`config.mk`:
```
export PLATFORM = sky130hd
export DESIGN_NAME = macro_wb_demux
export DESIGN_NICKNAME = d
export VERILOG_FILES = /design/src/rtl/macro_wb_demux.sv
export SDC_FILE = /design/constraint.sdc
export NUM_CORES = 1
export LEC_CHECK = 0
export CAP_MARGIN = 0
export CORE_AREA = 2 2 183 185
export DETAILED_ROUTE_END_ITERATION = 16
export DIE_AREA = 0 0 185 187
export DONT_BUFFER_PORTS = 1
export PLACE_DENSITY = 0.46
export SLEW_MARGIN = 20
export SYNTH_ARGS = -nofsm -noshare
export SYNTH_HDL_FRONTEND = slang
export SYNTH_SLANG_ARGS = --single-unit
```
`constraint.sdc`:
```
create_clock -name wb_clk_i -period 6.7 [get_ports wb_clk_i]
set_clock_uncertainty 0.15 [all_clocks]
set_input_delay 1.005 -clock wb_clk_i [delete_from_list [all_inputs] [get_ports wb_clk_i]]
set_output_delay 1.005 -clock wb_clk_i [all_outputs]
set_load 0.01 [all_outputs]
```
`src/rtl/macro_wb_demux.sv`:
```
// Wishbone demux: gives each user macro a private address slot with its own strobe and response path.
// It also serves a local status slot and answers unanswered requests with an error word after a timeout.
module macro_wb_demux #(
  parameter int          NUM_MACROS     = 8,
  parameter int          SLOT_LSB       = 20,
  parameter int          SLOT_BITS      = 4,
  parameter logic [7:0]  BASE_ADDR      = 8'h30,
  parameter int          TIMEOUT_CYCLES = 255,
  parameter logic [31:0] ERR_DATA       = 32'hDEAD_BEEF
) (
  input  logic                       wb_clk_i,
  input  logic                       wb_rst_i,
  input  logic                       wbs_cyc_i,
  input  logic                       wbs_stb_i,
  input  logic                       wbs_we_i,
  input  logic [3:0]                 wbs_sel_i,
  input  logic [31:0]                wbs_adr_i,
  input  logic [31:0]                wbs_dat_i,
  output logic                       wbs_ack_o,
  output logic [31:0]                wbs_dat_o,
  input  logic [NUM_MACROS-1:0]      active,
  output logic [NUM_MACROS-1:0]      m_cyc_o,
  output logic [NUM_MACROS-1:0]      m_stb_o,
  output logic                       m_we_o,
  output logic [3:0]                 m_sel_o,
  output logic [31:0]                m_adr_o,
  output logic [31:0]                m_dat_o,
  input  logic [NUM_MACROS-1:0]      m_ack_i,
  input  logic [32*NUM_MACROS-1:0]   m_dat_i,
  output logic                       irq_o
);

  localparam int TW = $clog2(TIMEOUT_CYCLES + 1);
  localparam logic [1:0] S_IDLE = 2'd0;
  localparam logic [1:0] S_FWD  = 2'd1;
  localparam logic [1:0] S_RESP = 2'd2;
  localparam logic [SLOT_BITS-1:0] LOCAL_SLOT = SLOT_BITS'(NUM_MACROS);

  logic [1:0]            r_state;
  logic [SLOT_BITS-1:0]  r_slot;
  logic [NUM_MACROS-1:0] r_stb;
  logic [TW-1:0]         r_timer;
  logic                  r_ack;
  logic [31:0]           r_dat;
  logic                  r_we;
  logic [3:0]            r_sel;
  logic [31:0]           r_adr;
  logic [31:0]           r_wdat;
  logic [15:0]           r_tcnt;
  logic                  r_pending;
  logic                  r_irq_en;
  logic                  r_irq;
  logic [SLOT_BITS-1:0]  r_last_slot;

  logic                  w_hit;
  logic [SLOT_BITS-1:0]  w_slot;
  logic                  w_fwd;
  logic [NUM_MACROS-1:0] w_onehot;
  logic                  w_sel_ack;
  logic [31:0]           w_sel_dat;
  logic                  w_local;
  logic [31:0]           w_loc_rd;
  logic                  w_loc_wr;
  logic                  w_clr;
  logic                  w_tmo_hit;
  logic                  w_timeout;
  logic [15:0]           w_tcnt_base;

  assign w_hit   = wbs_cyc_i & wbs_stb_i & (wbs_adr_i[31:24] == BASE_ADDR);
  assign w_slot  = wbs_adr_i[SLOT_LSB +: SLOT_BITS];
  assign w_local = (w_slot == LOCAL_SLOT);

  // Loop muxes keep slot indexing in range for any NUM_MACROS / SLOT_BITS pairing.
  always_comb begin
    w_fwd     = 1'b0;
    w_onehot  = '0;
    w_sel_ack = 1'b0;
    w_sel_dat = '0;
    for (int i = 0; i < NUM_MACROS; i++) begin
      if (w_slot == SLOT_BITS'(i)) begin
        w_fwd       = active[i];
        w_onehot[i] = 1'b1;
      end
      if (r_slot == SLOT_BITS'(i)) begin
        w_sel_ack = m_ack_i[i];
        w_sel_dat = m_dat_i[32*i +: 32];
      end
    end
  end

  always_comb begin
    w_loc_rd = '0;
    case (wbs_adr_i[3:2])
      2'd0:    w_loc_rd = 32'(active);
      2'd1:    w_loc_rd = {r_pending, 15'b0, r_tcnt};
      2'd2:    w_loc_rd = {31'b0, r_irq_en};
      default: w_loc_rd = 32'(r_last_slot);
    endcase
  end

  assign w_loc_wr    = (r_state == S_IDLE) & w_hit & w_local & wbs_we_i;
  assign w_clr       = w_loc_wr & (wbs_adr_i[3:2] == 2'd1);
  assign w_tmo_hit   = (r_timer == TW'(TIMEOUT_CYCLES));
  // A macro ack in the expiry cycle wins; a host abort beats both.
  assign w_timeout   = (r_state == S_FWD) & wbs_cyc_i & ~w_sel_ack & w_tmo_hit;
  assign w_tcnt_base = w_clr ? 16'h0 : r_tcnt;

  always_ff @(posedge wb_clk_i or posedge wb_rst_i) begin
    if (wb_rst_i) begin
      r_state <= S_IDLE;
      r_slot  <= '0;
      r_stb   <= '0;
      r_timer <= '0;
      r_ack   <= 1'b0;
      r_dat   <= '0;
      r_we    <= 1'b0;
      r_sel   <= '0;
      r_adr   <= '0;
      r_wdat  <= '0;
    end else begin
      case (r_state)
        S_IDLE: begin
          if (w_hit) begin
            if (w_fwd) begin
              r_state <= S_FWD;
              r_slot  <= w_slot;
              r_stb   <= w_onehot;
              r_timer <= '0;
              r_we    <= wbs_we_i;
              r_sel   <= wbs_sel_i;
              r_adr   <= wbs_adr_i;
              r_wdat  <= wbs_dat_i;
            end else begin
              r_state <= S_RESP;
              r_ack   <= 1'b1;
              r_dat   <= w_local ? w_loc_rd : ERR_DATA;
            end
          end
        end
        S_FWD: begin
          if (!wbs_cyc_i) begin
            r_stb   <= '0;
            r_state <= S_IDLE;
          end else if (w_sel_ack) begin
            r_stb   <= '0;
            r_dat   <= w_sel_dat;
            r_ack   <= 1'b1;
            r_state <= S_RESP;
          end else if (w_tmo_hit) begin
            r_stb   <= '0;
            r_dat   <= ERR_DATA;
            r_ack   <= 1'b1;
            r_state <= S_RESP;
          end else begin
            r_timer <= r_timer + TW'(1);
          end
        end
        S_RESP: begin
          r_ack   <= 1'b0;
          r_state <= S_IDLE;
        end
        default: r_state <= S_IDLE;
      endcase
    end
  end

  always_ff @(posedge wb_clk_i or posedge wb_rst_i) begin
    if (wb_rst_i) begin
      r_tcnt      <= '0;
      r_pending   <= 1'b0;
      r_irq_en    <= 1'b0;
      r_irq       <= 1'b0;
      r_last_slot <= '0;
    end else begin
      if (w_timeout) begin
        r_tcnt      <= (w_tcnt_base == 16'hFFFF) ? w_tcnt_base : w_tcnt_base + 16'h1;
        r_last_slot <= r_slot;
      end else begin
        r_tcnt <= w_tcnt_base;
      end
      r_pending <= w_timeout | (r_pending & ~w_clr);
      if (w_loc_wr && (wbs_adr_i[3:2] == 2'd2) && wbs_sel_i[0])
        r_irq_en <= wbs_dat_i[0];
      r_irq <= r_pending & r_irq_en;
    end
  end

  assign wbs_ack_o = r_ack;
  assign wbs_dat_o = r_dat;
  assign m_cyc_o   = r_stb;
  assign m_stb_o   = r_stb;
  assign m_we_o    = r_we;
  assign m_sel_o   = r_sel;
  assign m_adr_o   = r_adr;
  assign m_dat_o   = r_wdat;
  assign irq_o     = r_irq;

endmodule
```
Word-level counts from Yosys, hierarchy flattened --
Cells that the tools add are included. W data, S select, Z words.
Operators by class: $add $sub $neg 2, multipliers 0, divide/modulo/power cells 0, magnitude comparators 0, eq/ne operators 30, shift operators 0, muxes and demuxes 67, bitwise gates (word level) 14, reductions and logical operators 14
Operators by type and width (count):
- $mux W32 | 14
- $pmux W32 S3 | 1
- $mux W8 | 10
- $pmux W32 S2 | 1
- $mux W16 | 3
- $eq A4 B3 Y1 const B | 8
- $pmux W8 S2 | 2
- $mux W1 | 29
- $add A16 B1 Y16 const B | 1
- $eq A16 B16 Y1 const B | 1
- $eq A4 B2 Y1 const B | 4
- $ne A2 B2 Y1 const B | 6
- $and A1 B1 Y1 | 11
- $mux W2 | 5
- $reduce_and A5 Y1 | 2
- $add A8 B1 Y8 const B | 1
- $eq A4 B1 Y1 const B | 2
- $eq A8 B6 Y1 const B | 1
- $eq A8 B8 Y1 const B | 1
- $logic_not A4 Y1 | 2
- $reduce_and A6 Y1 | 1
- $eq A2 B1 Y1 const B | 2
- $eq A2 B2 Y1 const B | 2
- $eq A4 B4 Y1 const B | 1
- other kinds (13) | 16
Storage, ports and cells: register bits after elaboration 147, latch bits 0, RAM bits 0, bits in read-only memories 0, bits of input ports 345, output and inout port bits 119, word-level logic and storage cells 142, memories kept 0

Depth between registers and ports, before layout --
Gate-level depths: netlist of run 1.
word-level depth 13, gate-level depth with buffers 12, depth with buffers taken out 11

Least setup slack after synthesis of run 1 --
No wires, ideal clock.
path kind input to register, start input port wbs_adr_i[24], end register r_tcnt[13], library setup time 0.078 ns, data arrival time 4.152 ns, data required time 6.472 ns, setup slack 2.319 ns, stages 11, path buffers 0, path through or4b_4 > or4_4 > nor3b_4 > and2b_1 > ha_1 > nand3_1 > or2_2 > nor3b_2 > or4_4 > or3_1 > a21oi_1
Between the ends: word-level cells in the longest chain between the ends 10, elaborated cells on any way between the ends 11, those cells by class add/sub (1); eq/ne (2); mux (3); bitwise (5)
RTL lines:
- start: declaration | line 17 | input logic [31:0] wbs_adr_i,
- $eq A8 B6 Y1 * | line 69 | assign w_hit = wbs_cyc_i & wbs_stb_i & (wbs_adr_i[31:24] == BASE_ADDR);
- $and A1 B1 Y1 * | line 69
- $and A1 B1 Y1 * (3 in a row) | line 101 | assign w_loc_wr = (r_state == S_IDLE) & w_hit & w_local & wbs_we_i;
- $and A1 B1 Y1 * | line 102 | assign w_clr = w_loc_wr & (wbs_adr_i[3:2] == 2'd1);
- $mux W16 * | line 106 | assign w_tcnt_base = w_clr ? 16'h0 : r_tcnt;
- $add A16 B1 Y16 or $eq A16 B16 Y1 (tied branches) | line 176 | r_tcnt <= (w_tcnt_base == 16'hFFFF) ? w_tcnt_base : w_tcnt_base + 16'h1;
- $mux W16 | line 176
- $mux W16 * | line 175 | if (w_timeout) begin
- end signal: assignment | line 176
- end signal: assignment | line 179 | r_tcnt <= w_tcnt_base;
- end: declaration | line 49 | logic [15:0] r_tcnt;
Every way passes the cells marked *; elsewhere a longest branch is shown, timed or not. A chain may end at the register's enable or synchronous reset.

Worst setup path after layout of run 1 --
start input port wbs_adr_i[24], end register r_tcnt[15]
Same word-level chain as after synthesis.

==> run summary, run 1 <==
outcome - finished clean
combinational family with the most area after synthesis - simple AND/OR/NAND/NOR gates
Tcrit/Tclk final - 0.687
post-synthesis mux area share - 0.158
count of input and output buffers - 0
starting density of the core - 0.261
sequential area share after synthesis - 0.416
per-instance average area after synthesis - 8.72 um2
net switching fraction of the power - 0.258
Max Clock Freq - 0.217 GHz
standard cell core area - 32900 um2
relative contribution of the clock network to total power - 0.488
leftover overflow at the end of global routing - 0
Max clock buf depth - 2
Worst path most repeated cell - sky130_fd_sc_hd__or4_4
clock root buffer master - sky130_fd_sc_hd__clkbuf_16
clock tree from TritonCTS - yes
IR drop worst, VDD - 0.168 mV
total half-perimeter wirelength after legalization and detailed placement - 29.9 mm
wire length of the first global-routing pass - 51.9 mm
count of endpoints failing hold in the final timing report - 0
Synthesized Nets - 1332
Net Sw Power - 0.506 mW
total die area - 34600 um2
Post-Route Utilization - 0.292
fraction of layout instances using a drive strength above 1 - 0.129
number of warnings issued by yosys - 0
Cell Area, Synth - 8590 um2
slew at the pin closest to its max-slew limit - 879 ps
Clock transition at path regs - 70 ps
buffers plus inverters on the worst setup path - 0
global placer's final weighted congestion - 0.836
post-CTS setup-driven buffer insertion count - 0
Overall Power - 1.96 mW
Required @ worst endpoint - 6900 ps
largest fanout on the critical path - 18
Clock H-tree levels - 4
share of total power in sequential cells - 0.453
post-synthesis simple-gate area fraction - 0.217
Antenna Nets Post-Route - 0
most used flip-flop cell after synthesis - sky130_fd_sc_hd__dfrtp_1
gr usage total - 0.211
std cell rows - 67
number of global-route vias before repair - 7187
setup repair after global routing missed its margin - no
FFs w/ async S/R, synth - 1.00
total of flip-flops plus latches after synthesis - 143
I/O pins - 464
detailed-router iteration count before antenna repair - 5
Unique masters post-synth - 57
area share of the largest cell type after synthesis - 0.416
Die Wd - 185 um
share of synthesized cell area in full adder, half adder and majority cells - 0.00291
commonest cells after routing, fill and taps aside - sky130_fd_sc_hd__nand2_1, sky130_fd_sc_hd__dfrtp_1, sky130_fd_sc_hd__nor2_1
list of cells traversed by the critical path - or4b_4 > or4_4 > nor3b_4 > and2b_1 > ha_1 > nand3_1 > or2_2 > nor3b_2 > or4_4 > or3_1 > a21oi_1
nature of the critical path startpoint - input port
antenna violations before repair - 12
crit path capture type - flop
data arrival at the endpoint of the critical path - 4810 ps
static leakage power - 4.18 nW
area leader, netlist - sky130_fd_sc_hd__dfrtp_1
Synth Instances - 985
part of the power in combinational logic - 0.059
post-detailed-route DRC marker count - 0
Synth Area in Compound Gates - 0.148
max capacitance violation total - 0
CP Class - in2reg
family with the most delay on the worst path - simple AND/OR/NAND/NOR gates
power density over cell area - 205 nW/um2
CTS-repair resized insts - 0
EDFF count, synth - 0
Setup Total Neg Slack - 0 ps
Tmin final - 4600 ps
die extent in y - 187 um
number of clock sinks - 143
later-pin clock latency in the skew report - 430 ps
slowest stage cell, crit path - sky130_fd_sc_hd__nor3b_4
clock buffers created by TritonCTS - 17
xor/xnor cell area share of the yosys netlist - 0.0112
Setup Viol. Count Final - 0
largest net degree at the start of global routing - 91
nets - 1290
routed length per placed instance - 26.6 um
most common cell after layout, fill and taps aside - sky130_fd_sc_hd__nand2_1
Via density - 5.14
class of the tightest hold or removal check - reg2reg
wire length after detailed routing - 37.5 mm
ranking of synthesized cells by area - sky130_fd_sc_hd__dfrtp_1, sky130_fd_sc_hd__nand2_1, sky130_fd_sc_hd__mux2i_1
final number of max-transition violations - 0
layout-stage area growth over the synthesis result - 11.7%
worst max-slew margin expressed relative to the limit - 0.408
CTS Hold Bufs - 0
number of violations reported at the end of detailed-routing iteration 0 - 449
Crit path largest cell delay - 690 ps
internal power of the cells - 1.46 mW
via count - 7241
worst reg2reg max path, cell delays in order (launching register included):
cell	delay, ps
sky130_fd_sc_hd__dfrtp_1	480
sky130_fd_sc_hd__or4b_1	580
sky130_fd_sc_hd__or4_4	520
sky130_fd_sc_hd__nor3b_4	700
sky130_fd_sc_hd__and2b_1	290
sky130_fd_sc_hd__ha_1	190
sky130_fd_sc_hd__nand3_1	160
sky130_fd_sc_hd__or2_2	190
sky130_fd_sc_hd__nor3b_2	110
sky130_fd_sc_hd__or4_4	560
sky130_fd_sc_hd__or3_1	320
sky130_fd_sc_hd__a21oi_1	150
final timing paths:
| path | startpoint | end | slack [ps] | cells after the start |
|---|---|---|---|---|
| worst max-delay path | wbs_adr_i[24] | r_tcnt[15] | 2100 | 11 |
| worst min-delay path | r_timer[7] | r_timer[7] | 350 | 1 |
| worst max register to register | r_state[0] | r_tcnt[15] | 2240 | 11 |
| worst min register to register | r_timer[7] | r_timer[7] | 350 | 1 |
| max in group asynchronous | wb_rst_i | wbs_dat_o[16] | 4670 | 2 |
| min in group asynchronous | wb_rst_i | m_adr_o[28] | 440 | 1 |
final cells by class:
class / instances / area [um2]
clock inverter: 14 / 150
fill: 3536 / 23300
inverter: 23 / 91.3
antenna: 5 / 12.5
sequential: 143 / 3590
timing repair buffer: 14 / 105
multi-input combinational: 744 / 4650
tap: 448 / 561
clock buffer: 18 / 439
Yosys cell counts (3+ instances only):
cell and n:
sky130_fd_sc_hd__a22oi_1 10, sky130_fd_sc_hd__nor2b_1 30, sky130_fd_sc_hd__o22ai_1 37, sky130_fd_sc_hd__xnor2_1 10, sky130_fd_sc_hd__nand3_1 19, sky130_fd_sc_hd__nor3_1 5, sky130_fd_sc_hd__a32o_1 6, sky130_fd_sc_hd__o21ai_0 53
sky130_fd_sc_hd__and2_1 10, sky130_fd_sc_hd__or3_1 5, sky130_fd_sc_hd__inv_1 23, sky130_fd_sc_hd__nand2_1 216, sky130_fd_sc_hd__o21a_1 3, sky130_fd_sc_hd__clkbuf_1 55, sky130_fd_sc_hd__buf_4 8, sky130_fd_sc_hd__mux2i_1 65
sky130_fd_sc_hd__or2_2 9, sky130_fd_sc_hd__nor2_1 69, sky130_fd_sc_hd__a221oi_1 4, sky130_fd_sc_hd__a22o_1 3, sky130_fd_sc_hd__o211ai_1 7, sky130_fd_sc_hd__buf_1 12, sky130_fd_sc_hd__o221ai_1 3, sky130_fd_sc_hd__a31oi_1 22
sky130_fd_sc_hd__mux2_2 41, sky130_fd_sc_hd__a21oi_1 46, sky130_fd_sc_hd__nand2b_1 15, sky130_fd_sc_hd__dfrtp_1 143, sky130_fd_sc_hd__nand4_1 3, sky130_fd_sc_hd__mux4_2 11, sky130_fd_sc_hd__nor4_1 8
per-layer routing:
layer | part of all wire | global-route usage | vias to the layer above | wire length (um)
met5 | 0.0018 | 0 | - | 68
met4 | 0.019 | 0.0623 | 10 | 711
met2 | 0.50 | 0.367 | 338 | 18800
met1 | 0.38 | 0.241 | 3483 | 14400
li1 | - | - | 3368 | -
met3 | 0.093 | 0.0777 | 42 | 3500
stage by stage:
| step | cell area [um2] | setup slack (ps) | std cells | hold WS, ps |
|---|---|---|---|---|
| after global placement | 8990 | 1680 | 1372 | 322 |
| after global routing | 9590 | 1960 | 1408 | 387 |
| final | 9600 | 2100 | 1409 | 346 |
| after CTS | 9580 | 2120 | 1404 | 344 |
| after detailed placement | 8990 | 1650 | 1372 | 332 |
| after floorplan | 8590 | 1710 | 985 | 295 |
cells by family (layout without fill, tap and decap cells):
logic type,after synthesis,after routing
AO/OA/AOI/OAI,207,207
flip-flops,143,143
other,0,5
AND/OR/NAND/NOR,407,407
buffers and inverters,98,69
adder cells (fa/ha/maj),2,2
XOR/XNOR,11,11
multiplexers,117,117
state kept, by name (all words and copies together) (netlist names), 3 cells and up:
name	count
m_cyc_o	8
m_adr_o	29
r_timer	8
r_slot	3
m_dat_o	32
r_tcnt	16
m_sel_o	4
r_last_slot	4
wbs_dat_o	32
power by group through the flow:
stage	logic (mW)	clock network (mW)	registers, mW
after floorplan	0.0893	0	0.899
after global placement	0.117	0	0.905
after detailed placement	0.117	0	0.905
after CTS	0.118	0.988	0.888
after global routing	0.128	1.03	0.889
final	0.116	0.958	0.889
(Power assumes the default switching activity.)
==> run 2, diff against run 1 <==
--- a/config.mk
+++ b/config.mk
@@ -6,11 +6,11 @@
 export NUM_CORES = 1
 export LEC_CHECK = 0
 export CAP_MARGIN = 0
-export CORE_AREA = 2 2 183 185
+export CORE_AREA = 2 2 182 184
 export DETAILED_ROUTE_END_ITERATION = 16
-export DIE_AREA = 0 0 185 187
+export DIE_AREA = 0 0 184 186
 export DONT_BUFFER_PORTS = 1
-export PLACE_DENSITY = 0.46
+export PLACE_DENSITY = 0.47
 export SLEW_MARGIN = 20
 export SYNTH_ARGS = -nofsm -noshare
 export SYNTH_HDL_FRONTEND = slang
==> constraint.sdc (replaced) <==
create_clock -name wb_clk_i -period 4.05 [get_ports wb_clk_i]
set_clock_uncertainty 0.15 [all_clocks]
set_input_delay 0.6075 -clock wb_clk_i [delete_from_list [all_inputs] [get_ports wb_clk_i]]
set_output_delay 0.6075 -clock wb_clk_i [all_outputs]
set_load 0.01 [all_outputs]
==> run 2 against run 1 <==
Compared with the run above: clock power grew 63%; via count grew 4.1%; worst setup slack lost 1700 ps; sequential share of layout area shrank 0.30 points; combinational power grew 71%; hold slack lost 270 ps; sequential cell count is the same; non-clock buffer count grew 12; first-iteration DRC count shrank 0.22%; count of clock-buffer cells in the layout is the same; sequential power grew 65%; die area shrank 1.1%.
==> run summary, run 2 (synthesis results as in run 1) <==
slew at the pin closest to its max-slew limit - 946 ps
gr usage total - 0.219
commonest cells after routing, fill and taps aside - sky130_fd_sc_hd__nand2_1, sky130_fd_sc_hd__dfrtp_1, sky130_fd_sc_hd__nor2_1
fraction of layout instances using a drive strength above 1 - 0.136
static leakage power - 4.25 nW
most common cell after layout, fill and taps aside - sky130_fd_sc_hd__nand2_1
clock tree from TritonCTS - yes
routed length per placed instance - 28.1 um
nature of the critical path startpoint - flop
wire length after detailed routing - 39.0 mm
Tcrit/Tclk final - 0.911
Crit path largest cell delay - 550 ps
nets - 1302
Die Wd - 184 um
data arrival at the endpoint of the critical path - 3890 ps
std cell rows - 66
post-CTS setup-driven buffer insertion count - 0
power density over cell area - 334 nW/um2
global placer's final weighted congestion - 0.830
FF-to-FF path depth - 11
number of clock sinks - 143
post-detailed-route DRC marker count - 0
list of cells traversed by the critical path - or4b_1 > or4_4 > nor3b_4 > and2b_1 > ha_1 > nand3_1 > or2_2 > nor3b_2 > or4_4 > or3_1 > a21oi_1
CTS Hold Bufs - 0
slowest stage cell, crit path - sky130_fd_sc_hd__or4b_1
worst max-slew margin expressed relative to the limit - 0.368
final number of max-transition violations - 0
Worst path most repeated cell - sky130_fd_sc_hd__or4_4
class of the tightest hold or removal check - in2async
setup repair after global routing missed its margin - no
Setup Viol. Count Final - 0
max capacitance violation total - 0
outcome - finished clean
detailed-router iteration count before antenna repair - 5
leftover overflow at the end of global routing - 0
buffers plus inverters on the worst setup path - 0
Required @ worst endpoint - 4250 ps
Tmin final - 3690 ps
Setup Total Neg Slack - 0 ps
later-pin clock latency in the skew report - 430 ps
total half-perimeter wirelength after legalization and detailed placement - 31.5 mm
Clock H-tree levels - 4
Via density - 5.44
Final Non-Filler Cells - 1387
wire length of the first global-routing pass - 53.0 mm
Max clock buf depth - 2
via count - 7541
Clock transition at path regs - 70 ps
starting density of the core - 0.267
antenna violations before repair - 16
I/O pins - 464
critical register-to-register path endpoint - r_tcnt[11]
RR Startpoint - r_state[0]
largest net degree at the start of global routing - 58
clock root buffer master - sky130_fd_sc_hd__clkbuf_16
die extent in y - 186 um
IR drop worst, VDD - 0.250 mV
standard cell core area - 32200 um2
family with the most delay on the worst path - simple AND/OR/NAND/NOR gates
number of violations reported at the end of detailed-routing iteration 0 - 448
clock buffers created by TritonCTS - 17
crit path capture type - flop
r2r setup slk - 360 ps
count of endpoints failing hold in the final timing report - 0
number of global-route vias before repair - 7411
CP Class - reg2reg
Antenna Nets Post-Route - 0
Max Clock Freq - 0.271 GHz
total die area - 34200 um2
count of input and output buffers - 0
layout-stage area growth over the synthesis result - 12.6%
largest fanout on the critical path - 9
total instance count after detailed placement - 1344
CTS-repair resized insts - 0
==> run 2: worst max path at each step <==
stage | start | to | cells past startpoint | slack, ps
3_5_place_dp | wbs_adr_i[24] | r_tcnt[11] | 11 | 50
6_report | r_state[0] | r_tcnt[11] | 11 | 360
5_1_grt | r_state[0] | r_tcnt[11] | 11 | 200
2_1_floorplan | wbs_adr_i[24] | r_tcnt[13] | 11 | 70
4_1_cts | r_state[0] | r_tcnt[11] | 11 | 360
3_3_place_gp | wbs_adr_i[24] | r_tcnt[11] | 11 | 100
==> run 2: routing by layer <==
layer | wire length (um) | up-vias | GRT usage
met1 | 14600 | 3703 | 0.246
li1 | - | 3399 | -
met4 | 696 | 8 | 0.0749
met2 | 19700 | 382 | 0.382
met5 | 48 | - | 0
met3 | 3920 | 49 | 0.0833
==> run 2: layout make-up <==
type                       count  area [um2]
multi-input combinational    744        4640
antenna                       11        27.5
fill                        3421       22500
timing repair buffer          26         245
clock inverter                14         144
inverter                      23        90.1
clock buffer                  18         429
sequential                   143        3590
tap                          408         510
==> run 2: through the flow <==
step | setup slack, ps | hold WS [ps] | utilization | power [mW] | instance area (um2)
after global placement | 98.7 | 321 | 0.282 | 1.69 | 9070
after detailed placement | 54.1 | 319 | 0.282 | 1.69 | 9070
after global routing | 195 | 111 | 0.300 | 3.35 | 9660
after floorplan | 66.9 | 295 | - | 1.64 | 8600
after CTS | 355 | 105 | 0.300 | 3.28 | 9650
final | 361 | 77.3 | 0.300 | 3.23 | 9670
==> run 2: power by group <==
group | switching, mW | internal, mW | total [mW]
Sequential | 0.0238 | 1.44 | 1.47
Clock | 0.696 | 0.868 | 1.56
Combinational | 0.115 | 0.0827 | 0.198
==> run 3, diff against run 2 <==
--- a/config.mk
+++ b/config.mk
@@ -10,7 +10,6 @@
 export DETAILED_ROUTE_END_ITERATION = 16
 export DIE_AREA = 0 0 184 186
 export DONT_BUFFER_PORTS = 1
-export PLACE_DENSITY = 0.47
 export SLEW_MARGIN = 20
 export SYNTH_ARGS = -nofsm -noshare
 export SYNTH_HDL_FRONTEND = slang
==> run 3 against run 2 <==
Compared with the run above: hold slack worse by 61 ps; non-clock buffer count up 1; sequential cell count unchanged; final cell count unchanged; critical path type unchanged.
==> run summary, run 3 (synthesis results as in run 1) <==
Tcrit/Tclk final - 0.914
count of endpoints failing hold in the final timing report - 0
number of fillers in the final layout - 3365
Max clock buf depth - 2
post-CTS setup-driven buffer insertion count - 0
nets - 1303
leftover overflow at the end of global routing - 0
data arrival at the endpoint of the critical path - 3890 ps
nature of the critical path startpoint - flop
number of clock sinks - 143
gr usage total - 0.209
Worst Slack Setup Final - 350 ps
clock root buffer master - sky130_fd_sc_hd__clkbuf_16
number of global-route vias before repair - 7244
class of the tightest hold or removal check - in2async
Clock H-tree levels - 4
Setup Total Neg Slack - 0 ps
Max Clock Freq - 0.270 GHz
detailed-router iteration count before antenna repair - 5
starting density of the core - 0.267
Required @ worst endpoint - 4240 ps
clock buffers created by TritonCTS - 17
standard cell core area - 32200 um2
clock tree from TritonCTS - yes
Setup WS pre-CTS - 36.8 ps
fraction of layout instances using a drive strength above 1 - 0.134
Setup Viol. Count Final - 0
outcome - finished clean
commonest cells after routing, fill and taps aside - sky130_fd_sc_hd__nand2_1, sky130_fd_sc_hd__dfrtp_1, sky130_fd_sc_hd__nor2_1
slew at the pin closest to its max-slew limit - 883 ps
worst max-slew margin expressed relative to the limit - 0.411
setup repair after global routing missed its margin - no
most common cell after layout, fill and taps aside - sky130_fd_sc_hd__nand2_1
post-detailed-route DRC marker count - 0
CTS Hold Bufs - 0
RR Startpoint - r_state[0]
largest net degree at the start of global routing - 69
die extent in y - 186 um
static leakage power - 4.23 nW
CP Class - reg2reg
crit path capture type - flop
timing startpoint of the critical path - r_state[0]
total half-perimeter wirelength after legalization and detailed placement - 30.6 mm
max capacitance violation total - 0
count of input and output buffers - 0
routed length per placed instance - 27.0 um
CTS-repair resized insts - 0
later-pin clock latency in the skew report - 430 ps
FF-to-FF path depth - 11
final number of max-transition violations - 0
Antenna Nets Post-Route - 0
I/O pins - 464
largest fanout on the critical path - 6
Tmin final - 3700 ps
via count - 7546
global placer's final weighted congestion - 0.933
Overall Power - 3.16 mW
antenna violations before repair - 15
power density over cell area - 328 nW/um2
Via density - 5.44
layout-stage area growth over the synthesis result - 12.1%
number of violations reported at the end of detailed-routing iteration 0 - 566
Clock transition at path regs - 60 ps
std cell rows - 66
final-layout worst hold slack - 16.3 ps
IR drop worst, VDD - 0.287 mV
Die Wd - 184 um
wire length of the first global-routing pass - 50.5 mm
wire length after detailed routing - 37.4 mm
total die area - 34200 um2
-- run 3: cell count changes in the layout (fill, tap and decap cells not counted), moves of 2 or more --
cell	delta
sky130_fd_sc_hd__buf_4	+3
sky130_fd_sc_hd__clkinv_2	+2
sky130_fd_sc_hd__clkinvlp_4	+2
sky130_fd_sc_hd__inv_6	-6
sky130_fd_sc_hd__inv_8	-2
sky130_fd_sc_hd__clkbuf_1	+3
sky130_fd_sc_hd__buf_12	-2
sky130_fd_sc_hd__clkbuf_8	+2
-- run 3: power by group --
part	internal (mW)	leakage (nW)	switching [mW]
logic	0.0820	2.00	0.118
registers	1.45	1.97	0.0228
clock network	0.877	0.264	0.616
-- run 3: cell type report --
class / count / area (um2) / share of cell area
Sequential cell: 143 / 3590 / 0.372
Tap cell: 408 / 510 / 0.0530
Multi-Input combinational cell: 744 / 4640 / 0.482
Clock inverter: 9 / 85.1 / 0.00883
Clock buffer: 23 / 468 / 0.0486
Antenna cell: 10 / 25.0 / 0.00260
Inverter: 23 / 90.1 / 0.00935
Timing Repair Buffer: 27 / 228 / 0.0236
-- run 3: final timing paths --
kind	endpoint	slack, ps
max	r_tcnt[15]	350
min	wbs_dat_o[8]	20
max reg2reg	r_tcnt[15]	350
min reg2reg	r_timer[7]	340
max in group asynchronous	wbs_dat_o[0]	2910
min in group wb_clk_i	m_adr_o[7]	140
-- run 3: stage by stage --
step,instance area (um2),utilization,instances
2_1_floorplan,8600,-,985
3_3_place_gp,9060,0.281,1345
3_5_place_dp,9060,0.281,1345
4_1_cts,9610,0.298,1377
5_1_grt,9630,0.299,1384
6_report,9630,0.299,1387
-- run 3: routing by layer --
metal  vias to the layer above  global-route usage  routed length (um)
met2                       406               0.361               18700
met3                        58              0.0765                3570
met1                      3688               0.235               14200
met4                         0              0.0803                 933
met5                         -                   0                   0
li1                       3394                   -                   -
-- run 3: worst max-delay path, stage by stage (launching register included) --
cell	delay, ps
sky130_fd_sc_hd__dfrtp_1	370
sky130_fd_sc_hd__or4b_1	550
sky130_fd_sc_hd__or4_4	490
sky130_fd_sc_hd__nor3b_4	290
sky130_fd_sc_hd__and2b_1	250
sky130_fd_sc_hd__ha_1	210
sky130_fd_sc_hd__nand3_1	100
sky130_fd_sc_hd__or2_2	150
sky130_fd_sc_hd__nor3b_2	50
sky130_fd_sc_hd__or4_4	510
sky130_fd_sc_hd__or3_1	320
sky130_fd_sc_hd__a21oi_1	170
